### src/rtl/mlblock_seq_ctrl_pkg.sv
// mlblock_ctrl_pkg: sequencer state encoding and shared counter sizing.
package mlblock_ctrl_pkg;

    typedef enum logic [2:0] {
        IDLE,
        CFG_SHIFT,
        B_LOAD,
        STREAM,
        DRAIN,
        DONE
    } state_e;

    // One down-counter must cover both the chain length and the A-stream length.
    function automatic int cnt_width(input int chain_len, input int k_w);
        return ($clog2(chain_len + 1) > k_w) ? $clog2(chain_len + 1) : k_w;
    endfunction

endpackage

### src/rtl/mlblock_seq_ctrl_if.sv
// mlblock_seq_ctrl_if: scheduler-side config and start handshakes of the tile sequencer.
interface mlblock_seq_ctrl_if #(
    parameter int CHAIN_LEN = 32,
    parameter int K_W       = 16
);
    logic                 cfg_valid;
    logic                 cfg_ready;
    logic [CHAIN_LEN-1:0] cfg_data;
    logic                 start;
    logic [K_W-1:0]       k_len;
    logic                 hp_mode;
    logic                 busy;
    logic                 done;
    logic                 err;

    modport master (
        output cfg_valid, cfg_data, start, k_len, hp_mode,
        input  cfg_ready, busy, done, err
    );

    modport slave (
        input  cfg_valid, cfg_data, start, k_len, hp_mode,
        output cfg_ready, busy, done, err
    );
endinterface

### src/rtl/mlblock_seq_ctrl_cfg_shifter.sv
// mlblock_cfg_shifter: parallel-in serial-out config image, MSB first; empties to zero.
module mlblock_cfg_shifter #(
    parameter int N = 32
) (
    input  logic         clk,
    input  logic         reset,
    input  logic         load_i,
    input  logic         shift_i,
    input  logic [N-1:0] data_i,
    output logic         bit_o
);
    logic [N-1:0] sr_q;

    always_ff @(posedge clk) begin
        if (reset)        sr_q <= '0;
        else if (load_i)  sr_q <= data_i;
        else if (shift_i) sr_q <= sr_q << 1;
    end

    assign bit_o = sr_q[N-1];
endmodule

### src/rtl/mlblock_seq_ctrl.sv
// mlblock_seq_ctrl: loads the MLBlock config chain, then runs B preload, A stream,
// drain and a done pulse; every MLBlock pin comes straight from a flop.
module mlblock_seq_ctrl
    import mlblock_ctrl_pkg::*;
#(
    parameter int CHAIN_LEN = 32,
    parameter int B_D       = 4,
    parameter int K_W       = 16,
    parameter int DRAIN_CYC = 8
) (
    input  logic              clk,
    input  logic              reset,
    mlblock_seq_ctrl_if.slave sch,
    output logic              config_en_o,
    output logic              config_out_o,
    output logic              a_en_o,
    output logic              b_en_o,
    output logic              acc_en_o,
    output logic              hp_en_o
);
    localparam int CW = cnt_width(CHAIN_LEN, K_W);

    state_e         state_q, state_d;
    logic [CW-1:0]  cnt_q, cnt_d;
    logic [K_W-1:0] k_q, k_d;
    logic           hp_q, hp_d, loaded_q, loaded_d, load, err_d;
    logic           cfg_ready_q, busy_q, cfg_en_q, b_en_q, stream_q, hp_en_q, done_q, err_q;
    state_e         post_stream;
    logic [CW-1:0]  post_stream_cnt;

    assign post_stream     = (DRAIN_CYC != 0) ? DRAIN : DONE;
    assign post_stream_cnt = CW'(DRAIN_CYC - 1);

    always_comb begin
        state_d  = state_q;
        cnt_d    = cnt_q;
        k_d      = k_q;
        hp_d     = hp_q;
        loaded_d = loaded_q;
        load     = 1'b0;
        err_d    = 1'b0;
        unique case (state_q)
            IDLE: begin
                if (sch.cfg_valid) begin
                    state_d = CFG_SHIFT;
                    cnt_d   = CW'(CHAIN_LEN - 1);
                    load    = 1'b1;
                end else if (sch.start && loaded_q) begin
                    state_d = B_LOAD;
                    cnt_d   = CW'(B_D - 1);
                    k_d     = sch.k_len;
                    hp_d    = sch.hp_mode;
                end else begin
                    err_d = sch.start;
                end
            end
            CFG_SHIFT: begin
                state_d  = (cnt_q == '0) ? IDLE : CFG_SHIFT;
                loaded_d = loaded_q | (cnt_q == '0);
                cnt_d    = (cnt_q == '0) ? cnt_q : cnt_q - CW'(1);
            end
            B_LOAD: begin
                state_d = (cnt_q != '0) ? B_LOAD : (k_q != '0) ? STREAM : post_stream;
                cnt_d   = (cnt_q != '0) ? cnt_q - CW'(1) : (k_q != '0) ? CW'(k_q) - CW'(1) : post_stream_cnt;
            end
            STREAM: begin
                state_d = (cnt_q != '0) ? STREAM : post_stream;
                cnt_d   = (cnt_q != '0) ? cnt_q - CW'(1) : post_stream_cnt;
            end
            DRAIN: begin
                state_d = (cnt_q != '0) ? DRAIN : DONE;
                cnt_d   = (cnt_q != '0) ? cnt_q - CW'(1) : cnt_q;
            end
            DONE: state_d = IDLE;
            default: state_d = IDLE;
        endcase
    end

    // Outputs are decoded from the next state and flopped, so pins change with the state.
    always_ff @(posedge clk) begin
        if (reset) begin
            state_q     <= IDLE;
            cnt_q       <= '0;
            k_q         <= '0;
            hp_q        <= 1'b0;
            loaded_q    <= 1'b0;
            cfg_ready_q <= 1'b1;
            busy_q      <= 1'b0;
            cfg_en_q    <= 1'b0;
            b_en_q      <= 1'b0;
            stream_q    <= 1'b0;
            hp_en_q     <= 1'b0;
            done_q      <= 1'b0;
            err_q       <= 1'b0;
        end else begin
            state_q     <= state_d;
            cnt_q       <= cnt_d;
            k_q         <= k_d;
            hp_q        <= hp_d;
            loaded_q    <= loaded_d;
            cfg_ready_q <= state_d == IDLE;
            busy_q      <= state_d != IDLE;
            cfg_en_q    <= state_d == CFG_SHIFT;
            b_en_q      <= state_d == B_LOAD;
            stream_q    <= state_d == STREAM;
            hp_en_q     <= hp_d && (state_d inside {B_LOAD, STREAM, DRAIN});
            done_q      <= state_d == DONE;
            err_q       <= err_d;
        end
    end

    mlblock_cfg_shifter #(.N(CHAIN_LEN)) u_shifter (
        .clk     (clk),
        .reset   (reset),
        .load_i  (load),
        .shift_i (state_q == CFG_SHIFT),
        .data_i  (sch.cfg_data),
        .bit_o   (config_out_o)
    );

    assign sch.cfg_ready = cfg_ready_q;
    assign sch.busy      = busy_q;
    assign sch.done      = done_q;
    assign sch.err       = err_q;
    assign config_en_o   = cfg_en_q;
    assign b_en_o        = b_en_q;
    assign a_en_o        = stream_q;
    assign acc_en_o      = stream_q;
    assign hp_en_o       = hp_en_q;
endmodule

### src/flat_wrapper.sv
// flat-port wrapper written by rule: the top's interface ports become plain ports
module mlblock_seq_ctrl_flat import mlblock_ctrl_pkg::*;
#(
    parameter int CHAIN_LEN = 32,
    parameter int B_D       = 4,
    parameter int K_W       = 16,
    parameter int DRAIN_CYC = 8
)
  (clk, reset, config_en_o, config_out_o, a_en_o, b_en_o, acc_en_o, hp_en_o, sch_cfg_valid, sch_cfg_data, sch_start, sch_k_len, sch_hp_mode, sch_cfg_ready, sch_busy, sch_done, sch_err);
  mlblock_seq_ctrl_if #(.CHAIN_LEN(CHAIN_LEN), .K_W(K_W)) sch_i ();
  input  logic clk;
  input  logic reset;
  output logic config_en_o;
  output logic config_out_o;
  output logic a_en_o;
  output logic b_en_o;
  output logic acc_en_o;
  output logic hp_en_o;
  input wire logic [$bits(sch_i.cfg_valid)-1:0] sch_cfg_valid;
  input wire logic [$bits(sch_i.cfg_data)-1:0] sch_cfg_data;
  input wire logic [$bits(sch_i.start)-1:0] sch_start;
  input wire logic [$bits(sch_i.k_len)-1:0] sch_k_len;
  input wire logic [$bits(sch_i.hp_mode)-1:0] sch_hp_mode;
  output wire logic [$bits(sch_i.cfg_ready)-1:0] sch_cfg_ready;
  output wire logic [$bits(sch_i.busy)-1:0] sch_busy;
  output wire logic [$bits(sch_i.done)-1:0] sch_done;
  output wire logic [$bits(sch_i.err)-1:0] sch_err;
  assign sch_i.cfg_valid = sch_cfg_valid;
  assign sch_i.cfg_data = sch_cfg_data;
  assign sch_i.start = sch_start;
  assign sch_i.k_len = sch_k_len;
  assign sch_i.hp_mode = sch_hp_mode;
  assign sch_cfg_ready = sch_i.cfg_ready;
  assign sch_busy = sch_i.busy;
  assign sch_done = sch_i.done;
  assign sch_err = sch_i.err;
  mlblock_seq_ctrl #(.CHAIN_LEN(CHAIN_LEN), .B_D(B_D), .K_W(K_W), .DRAIN_CYC(DRAIN_CYC)) u_core (.clk(clk), .reset(reset), .sch(sch_i), .config_en_o(config_en_o), .config_out_o(config_out_o), .a_en_o(a_en_o), .b_en_o(b_en_o), .acc_en_o(acc_en_o), .hp_en_o(hp_en_o));
endmodule
### config.mk
export PLATFORM = sky130hd
export DESIGN_NAME = mlblock_seq_ctrl_flat
export DESIGN_NICKNAME = d
export VERILOG_FILES = /design/src/rtl/mlblock_seq_ctrl_pkg.sv /design/src/rtl/mlblock_seq_ctrl_if.sv /design/src/rtl/mlblock_seq_ctrl_cfg_shifter.sv /design/src/rtl/mlblock_seq_ctrl.sv /design/src/flat_wrapper.sv
export SDC_FILE = /design/constraint.sdc
export NUM_CORES = 1
export LEC_CHECK = 0
export CORE_AREA = 2 2 120 93
export DETAILED_ROUTE_END_ITERATION = 16
export DIE_AREA = 0 0 122 95
export PLACE_DENSITY = 0.67
export SLEW_MARGIN = 15
export SYNTH_ARGS = -nofsm -noshare
export SYNTH_HDL_FRONTEND = slang
export SYNTH_SLANG_ARGS = --single-unit
### constraint.sdc
create_clock -name clk -period 4.9 [get_ports clk]
set_clock_uncertainty 0.1 [all_clocks]
set_input_delay 0.98 -clock clk [delete_from_list [all_inputs] [get_ports clk]]
set_output_delay 0.98 -clock clk [all_outputs]
set_load 0.02 [all_outputs]
# ---- Yosys cells after proc, flatten, opt, wreduce, memory -nomap -nowiden
# Cells that the tools add are included.
dict set report word_totals {
  regBits 77
  input_bits 53
}
dict set report op_classes {
  add_sub_neg 2
  eq_ne 12
  mux 23
  bitwise 3
  n_reduce_logical 14
}
# op n
set op_table {}
lappend op_table {{$mux 16} 7}
lappend op_table {{$pmux 16 s5} 1}
lappend op_table {{$mux 32} 2}
lappend op_table {{$reduce_bool 16->1} 2}
lappend op_table {{$sub 16x1->16 const B} 2}
lappend op_table {{$logic_not 16->1} 1}
lappend op_table {{$mux 3} 5}
lappend op_table {{$pmux 3 s5} 1}
lappend op_table {{$eq 3x2->1 const B} 4}
lappend op_table {{$eq 3x3->1 const B} 3}
lappend op_table {{$mux 1} 7}
lappend op_table {{$eq 3x1->1 const B} 2}
lappend op_table {{$logic_not 3->1} 2}
lappend op_table {{$reduce_bool 3->1} 2}
lappend op_table {{$reduce_bool 5->1} 1}
lappend op_table {{$reduce_and 4->1} 1}
lappend op_table {{$reduce_or 4->1} 1}
lappend op_table {{$ne 3x2->1 const B} 1}
lappend op_table {{$reduce_and 3->1} 1}
lappend op_table {{$logic_and 1x1->1} 2}
lappend op_table {{$ne 2x1->1 const B} 1}
lappend op_table {{$ne 2x2->1 const B} 1}
lappend op_table {{$not 1->1} 2}
lappend op_table {{$reduce_bool 2->1} 1}
lappend op_table {{$or 1x1->1} 1}

# ---- Logic depth before layout (Yosys ltp)
# Gate-level depths: netlist (run 1).
dict set report depth {
  ltp_word 7
  mapped_depth 9
  depth_no_buf 7
}

# ---- Hierarchy
# Synthesis (run 1) repeated with hierarchy kept, for this count alone.
dict set report hier_totals {
  hier_cells 461
  area_unflattened_um2 4225.3
}
# mod n_inst cells_per_inst area_per_inst_um2
set by_module_without_submodules {}
lappend by_module_without_submodules {mlblock_seq_ctrl 1 319 2563.7}
lappend by_module_without_submodules {mlblock_cfg_shifter 1 142 1661.6}

# ---- Worst setup path before layout (run 1)
# Ideal clock, no wire load.
dict set report synth_path {
  kind {input to register}
  start {input reset}
  end {register u_core.busy_q (netlist: u_core.sch.busy)}
  arrival_ns 1.881
  setup_slack_ns 2.773
  stages 4
  path_buffers 3
  path_cell_list {clkbuf_1 -> clkbuf_1 -> clkbuf_1 -> a41oi_1}
}
# element line_no
set synth_lines {}
lappend synth_lines {{start, declared} flat_wrapper.sv:12} ;# input logic reset;
lappend synth_lines {{end signal, assigned} mlblock_seq_ctrl.sv:88} ;# busy_q <= 1'b0;
lappend synth_lines {{end signal, assigned} mlblock_seq_ctrl.sv:102} ;# busy_q <= state_d != IDLE;
lappend synth_lines {{end, declared} mlblock_seq_ctrl.sv:27} ;# logic cfg_ready_q, busy_q, cfg_en_q, b_en_q, stream_q, hp_en_q, done_q, err_q;
# No word-level cell between the ends.

# ---- Worst setup path after layout (run 1)
dict set report layout_path {
  start {input sch_cfg_valid}
  end {register u_core.b_en_q (netlist: u_core.b_en_o)}
}
dict set report layout_between {
  elab_chain_cells 3
}
# element line_no
set layout_lines {}
lappend layout_lines {{start, declared} flat_wrapper.sv:19} ;# input wire logic [$bits(sch_i.cfg_valid)-1:0] sch_cfg_valid;
lappend layout_lines {{$mux 3} mlblock_seq_ctrl.sv:44} ;# if (sch.cfg_valid) begin
lappend layout_lines {{$pmux 3 s5} mlblock_seq_ctrl.sv:42} ;# unique case (state_q)
lappend layout_lines {{$eq 3x2->1} mlblock_seq_ctrl.sv:104} ;# b_en_q <= state_d == B_LOAD;
lappend layout_lines {{end signal, assigned} mlblock_seq_ctrl.sv:90} ;# b_en_q <= 1'b0;
lappend layout_lines {{end signal, assigned} mlblock_seq_ctrl.sv:104}
lappend layout_lines {{end, declared} mlblock_seq_ctrl.sv:27}
# No other way between the ends.
# A chain may end at the register's enable or synchronous reset.

==> results of run 1 <==
## how the worst max path moves through the flow
stage | startpoint | to | slack [ns] | cells after the start
floorplan | reset | u_core.sch.busy | 2.77 | 4
global placement | sch_cfg_valid | u_core.b_en_o | 1.80 | 5
detailed placement | sch_cfg_valid | u_core.b_en_o | 1.65 | 5
CTS | sch_cfg_valid | u_core.b_en_o | 1.99 | 5
global route | sch_cfg_valid | u_core.a_en_o | 1.71 | 5
finish | sch_cfg_valid | u_core.b_en_o | 1.99 | 5
## cell type report
cell class / count / area share, %
multi-input cells: 341 / 46.1
well taps: 140 / 3.47
clock inverters: 5 / 2.10
clock buffers: 11 / 4.80
flip-flops and latches: 77 / 30.5
repair buffers: 64 / 12.5
inverters: 7 / 0.520
## Yosys cell counts (6+ instances only)
master    number  area, µm²
xor2_1        12        105
mux2i_1       31        310
inv_1          7       26.3
buf_2         10       50.1
a22oi_1        6       45.0
nand3_1        9       45.0
o22ai_1        6       37.5
a21oi_1       27        135
a211oi_1      33        248
clkbuf_1      19       71.3
dfxtp_1       77       1540
xnor2_1       13        114
nor2b_1        6       37.5
a22o_1         7       61.3
nor3_1        12       60.1
nand4_1        9       56.3
nor2_1        50        188
nand2_1       48        180
## flip-flops by register name (all words and copies together) (netlist names)
name	count
u_core.sch.err	1
u_core.sch.done	1
u_core.config_en_o	1
u_core.b_en_o	1
u_core.a_en_o	1
u_core.sch.busy	1
u_core.hp_en_o	1
u_core.k_q	16
u_core.loaded_q	1
u_core.sch.cfg_ready	1
u_core.u_shifter.sr_q	32
u_core.cnt_q	16
u_core.state_q	3
u_core.hp_q	1
## critical path: stages
cell,delay [ns]
clkdlybuf4s50_1,0.53
nor2_1,0.20
nand4_1,0.72
a21oi_1,0.47
o211a_1,0.19
## logic make-up after synthesis
family                   Yosys count  synth area share [%]
AND/OR/NAND/NOR                  170                  22.9
XOR/XNOR                          25                  5.36
adder cells (fa/ha/maj)            4                  1.23
flip-flops                        77                  37.8
buffers and inverters             42                  5.12
multiplexers                      31                  7.60
AO/OA/AOI/OAI                    111                  20.0
## power groups by stage
stage | logic (mW) | registers, mW | clock network (mW)
final | 0.426 | 0.724 | 0.776
after global routing | 0.466 | 0.729 | 0.812
after CTS | 0.424 | 0.723 | 0.795
after detailed placement | 0.420 | 0.736 | 0
after global placement | 0.415 | 0.734 | 0
after floorplan | 0.332 | 0.727 | 0
## placed cells by master (no fill, tap or decap), types with 6 or more instances in the layout
master	instances
clkdlybuf4s50_1	61
nand3_1	9
nand2_1	48
a21oi_1	27
nor3_1	12
xor2_1	12
mux2i_1	31
a22o_1	7
nor2b_1	6
a22oi_1	6
dfxtp_1	77
a211oi_1	33
xnor2_1	13
nor2_1	50
inv_1	7
clkbuf_16	9
o22ai_1	6
nand4_1	9
## per-stage QoR
stage | cell area, µm² | hold WS [ns] | setup slack [ns] | util, % | power (mW)
2_1_floorplan | 4080 | 0.336 | 2.77 | - | 1.06
3_3_place_gp | 4710 | 0.348 | 1.80 | 44.7 | 1.15
3_5_place_dp | 4710 | 0.352 | 1.65 | 44.7 | 1.16
4_1_cts | 5050 | 0.358 | 1.99 | 48.0 | 1.94
5_1_grt | 5050 | 0.385 | 1.71 | 48.0 | 2.01
6_report | 5050 | 0.357 | 1.99 | 48.0 | 1.93
## metal layers
| metal | routed length, µm | global-route usage (%) |
|---|---|---|
| met5 | 0 | 0 |
| met4 | 141 | 6.42 |
| met3 | 477 | 3.86 |
| met2 | 4350 | 25.0 |
| met1 | 4660 | 23.6 |
==> out/summary.txt, run 1 <==
status: complete, no violations
FF-to-FF Start: u_core.cnt_q[2]
Slew HR: 25.9%
worst reg2reg path depth: 5
setup_tns: 0 ns
hold_sp: u_core.u_shifter.sr_q[14]
Initial Util: 38.8%
Placed Cells incl. Taps: 629
switching pwr: 0.542 mW
Vias/cell: 5.45
Final period util: 59.3%
RR Endpoint: u_core.cnt_q[9]
Fill cells: 1015
final slew viol count: 0
crit end category: flip-flop
cts repair resizes: 0
Max clock buf depth: 2
Layout area overhead: 23.9%
hold-fix buffers at CTS: 0
ys async rst share: 0%
share of post-route cells with drive strength above 1: 7.52%
Fmax: 344 MHz
critical path class: in -> reg
Seq pwr share: 37.6%
IO Port Bufs: 62
post-synthesis cell count: 460
die area: 11600 µm²
Seq/Total Area, Yosys: 37.8%
gr usage total: 16.8%
Comb power frac: 22.1%
Hold Fails Final Rpt: 0
Hold EP: u_core.u_shifter.sr_q[14]
Max FO, Critical Path: 21
Period minus WS final: 2.91 ns
synth warn: 0
GP Congestion: 0.835
total CTS buffers: 9
CP required: 5.08 ns
vias in the first global route: 3186
#FFs+latches synth: 77
multi-input logic area: 2330 µm²
Worst-Skew Late Latency: 0.34 ns
worst vdd ir: 209 µV
io pins: 63
fin nets: 557
Root Buffer Master: clkbuf_16
number of flops mapped to enable cells by yosys: 0
CTS tree: done
vias: 3514
Total Routed Length: 9630 µm
initial DRC count: 231
core area: 10500 µm²
Worst Hold Depth: 2
startpoint types: input port
internal reg-to-reg setup slack: 2.03 ns
FF+latch area: 1540 µm²
internal power: 1.38 mW
gr ovfl total: 0
Distinct cells, synth: 62
number of routed nets with antenna violations: 0
worst slew pin tran: 1.10 ns
first-pass GRT wire length: 15500 µm
Die Span Y: 95 µm
switching share of power: 28.2%
Syn Nets: 517
largest net degree at the start of global routing: 59
ys flop type: dfxtp_1
Pwr Density: 381 nW/µm²
ant diodes: 0
Min-Delay Path Class: reg -> reg
clk sink count: 77
RSZ-0062 raised after global routing: no
setup bufs post-CTS: 0
initial antenna violation count: 0
die extent in x: 122 µm
Setup Viol. Count Final: 0
FP Rows: 33
Finished Layout Cells: 645
wire length per cell: 14.9 µm
static leakage: 1.85 nW
clock share of power: 40.3%
arrival time worst endpoint: 3.09 ns
MaxCap Viol Count: 0
Pre-antenna DRT Iters: 5
synthesized cell area: 4080 µm²
syn avg cell area: 8.87 µm²
Reg clk slew, reported paths: 0.06 ns
post-DP HPWL: 6700 µm
htree depth: 3
DR DRC count: 0
(Power assumes the default switching activity.)
==> run 2, diff against run 1 <==
==> constraint.sdc (replaced) <==
create_clock -name clk -period 2.7 [get_ports clk]
set_clock_uncertainty 0.1 [all_clocks]
set_input_delay 0.54 -clock clk [delete_from_list [all_inputs] [get_ports clk]]
set_output_delay 0.54 -clock clk [all_outputs]
set_load 0.02 [all_outputs]
==> run 2 against run 1 <==
  * Total power is 67% higher
  * Sequential power is 81% higher
  * Hold slack better by 0.00067 ns
  * First-iteration DRC count is 13% higher
  * Worst setup slack worse by 1.8 ns
  * Sequential cell count stayed put
  * Critical path depth is 3 higher
  * Clock power is 43% higher
  * Register-to-register slack worse by 1.8 ns
==> out/summary.txt, run 2 (synthesized netlist as in run 1, its figures left out) <==
post-DP HPWL: 6790 µm (+1.3%)
static leakage: 1.87 nW (+1.0%)
hold-fix buffers at CTS: 0 (unchanged)
gr ovfl total: 0 (unchanged)
FP Rows: 33 (unchanged)
Total Routed Length: 9520 µm (-1.2%)
final slew viol count: 0 (unchanged)
MaxCap Viol Count: 0 (unchanged)
Slew HR: 38.1% (+12 points)
buffers and inverters on the worst path: 2 (+1)
Pre-antenna DRT Iters: 5 (unchanged)
vias in the first global route: 3202 (+0.50%)
Final period util: 91.7%
Hold Fails Final Rpt: 0 (unchanged)
Worst-Skew Late Latency: 0.33 ns (about the same)
arrival time worst endpoint: 2.61 ns (-0.48 ns)
worst vdd ir: 339 µV (+62%)
first-pass GRT wire length: 15600 µm (+0.63%)
ant diodes: 0 (unchanged)
worst slew pin tran: 0.929 ns (-0.175 ns)
CP required: 2.84 ns (-2.24 ns)
io pins: 63 (unchanged)
gr usage total: 16.9% (+0.085 points)
Root Buffer Master: clkbuf_16
startpoint types: flip-flop
initial DRC count: 261 (+13%)
Placed Cells incl. Taps: 639 (+1.6%)
Crit. Startpoint: u_core.cnt_q[0]
Initial Util: 38.8% (unchanged)
cts repair resizes: 0 (unchanged)
total CTS buffers: 9 (unchanged)
Vias/cell: 5.35 (-1.8%)
clk sink count: 77 (unchanged)
Period minus WS final: 2.48 ns
core area: 10500 µm² (unchanged)
setup_tns: 0 ns (unchanged)
Layout area overhead: 24.3%
Setup Viol. Count Final: 0 (unchanged)
Die Span Y: 95 µm (unchanged)
hold_sp: u_core.u_shifter.sr_q[30]
GP Congestion: 0.840 (+0.56%)
Crit path max-delay family: simple AND/OR/NAND/NOR gates
setup bufs post-CTS: 0 (unchanged)
largest registers: u_core.u_shifter.sr_q: 32 flops, u_core.cnt_q: 16 flops, u_core.k_q: 16 flops
RSZ-0062 raised after global routing: no
CP Cell Sequence: inv_1, ha_1, nor3b_1, and4_1, buf_4, nand3_4, o22a_1, a211oi_1
Fmax: 404 MHz
largest net degree at the start of global routing: 59 (unchanged)
number of routed nets with antenna violations: 0 (unchanged)
Reg clk slew, reported paths: 0.06 ns (about the same)
CTS tree: done
DR DRC count: 0 (unchanged)
Largest register FFs: 32 (unchanged)
WHS: 0.358 ns (+0.000672 ns)
share of post-route cells with drive strength above 1: 9.13% (+1.6 points)
initial antenna violation count: 0 (unchanged)
crit end category: flip-flop
critical path class: reg -> reg
Crit path largest cell delay: 0.52 ns (-0.20 ns)
Max FO, Critical Path: 10 (-52%)
Max clock buf depth: 2 (unchanged)
fin nets: 567 (+1.8%)
die area: 11600 µm² (unchanged)
Pwr Density: 636 nW/µm² (+67%)
commonest non-fill, non-tap cell in the layout: dfxtp_1
die extent in x: 122 µm (unchanged)
Finished Layout Cells: 655 (+1.6%)
CP max stage cell: and4_1
IO Port Bufs: 62 (unchanged)
htree depth: 3 (unchanged)
Top reg by flops: u_core.u_shifter.sr_q
status: complete, no violations
FF-to-FF Start: u_core.cnt_q[0]
vias: 3506 (-0.23%)
most frequent cells in the layout: dfxtp_1 (77), clkdlybuf4s50_1 (61), nor2_1 (50)
Min-Delay Path Class: reg -> reg
wire length per cell: 14.5 µm (-2.7%)
-- run 2: changes by cell type in the layout (fill, tap and decap cells not counted), sizes merged --
cell      delta
bufinv       -3
buf         +10
clkinvlp     +1
inv          -1
clkbuf       +2
clkinv       +1
-- run 2: final timing paths --
check	endpoint	slack [ns]	cells past startpoint
setup / recovery	u_core.cnt_q[3]	0.22	8
hold / removal	u_core.u_shifter.sr_q[30]	0.36	2
setup reg to reg	u_core.cnt_q[3]	0.22	8
hold reg to reg	u_core.u_shifter.sr_q[30]	0.36	2
-- run 2: layout make-up --
type,count,area [µm²]
Sequential cell,77,1540
Timing Repair Buffer,74,718
Clock inverter,3,20.0
Multi-Input combinational cell,341,2330
Fill cell,1002,5460
Tap cell,140,175
Clock buffer,13,260
Inverter,7,26.3
-- run 2: power by group --
part / internal, mW / switching (mW) / total, mW
sequential: 1.23 / 0.0825 / 1.31
combinational: 0.376 / 0.428 / 0.804
clock: 0.671 / 0.439 / 1.11
-- run 2: metrics by stage --
step / cell area [µm²] / util, % / power (mW) / setup slack (ns)
after detailed placement: 4790 / 45.5 / 2.13 / 0.205
after floorplan: 4080 / - / 1.92 / 0.586
final: 5070 / 48.2 / 3.23 / 0.224
after global routing: 5070 / 48.2 / 3.40 / 0.0349
after CTS: 5070 / 48.2 / 3.26 / 0.231
after global placement: 4790 / 45.5 / 2.11 / 0.265
-- run 2: routing by layer --
| layer | share of wire, % | vias up | track usage, % |
|---|---|---|---|
| met4 | 1.0 | 0 | 4.41 |
| met2 | 45 | 85 | 25.4 |
| met5 | 0 | - | 0 |
| li1 | - | 1782 | - |
| met3 | 4.6 | 7 | 4.23 |
| met1 | 50 | 1632 | 24.1 |
-- run 2: tightest hold or removal path, cell delays in order (launching register included) --
cell	delay (ns)
dfxtp_1	0.31
nand2_1	0.05
a21oi_1	0.05
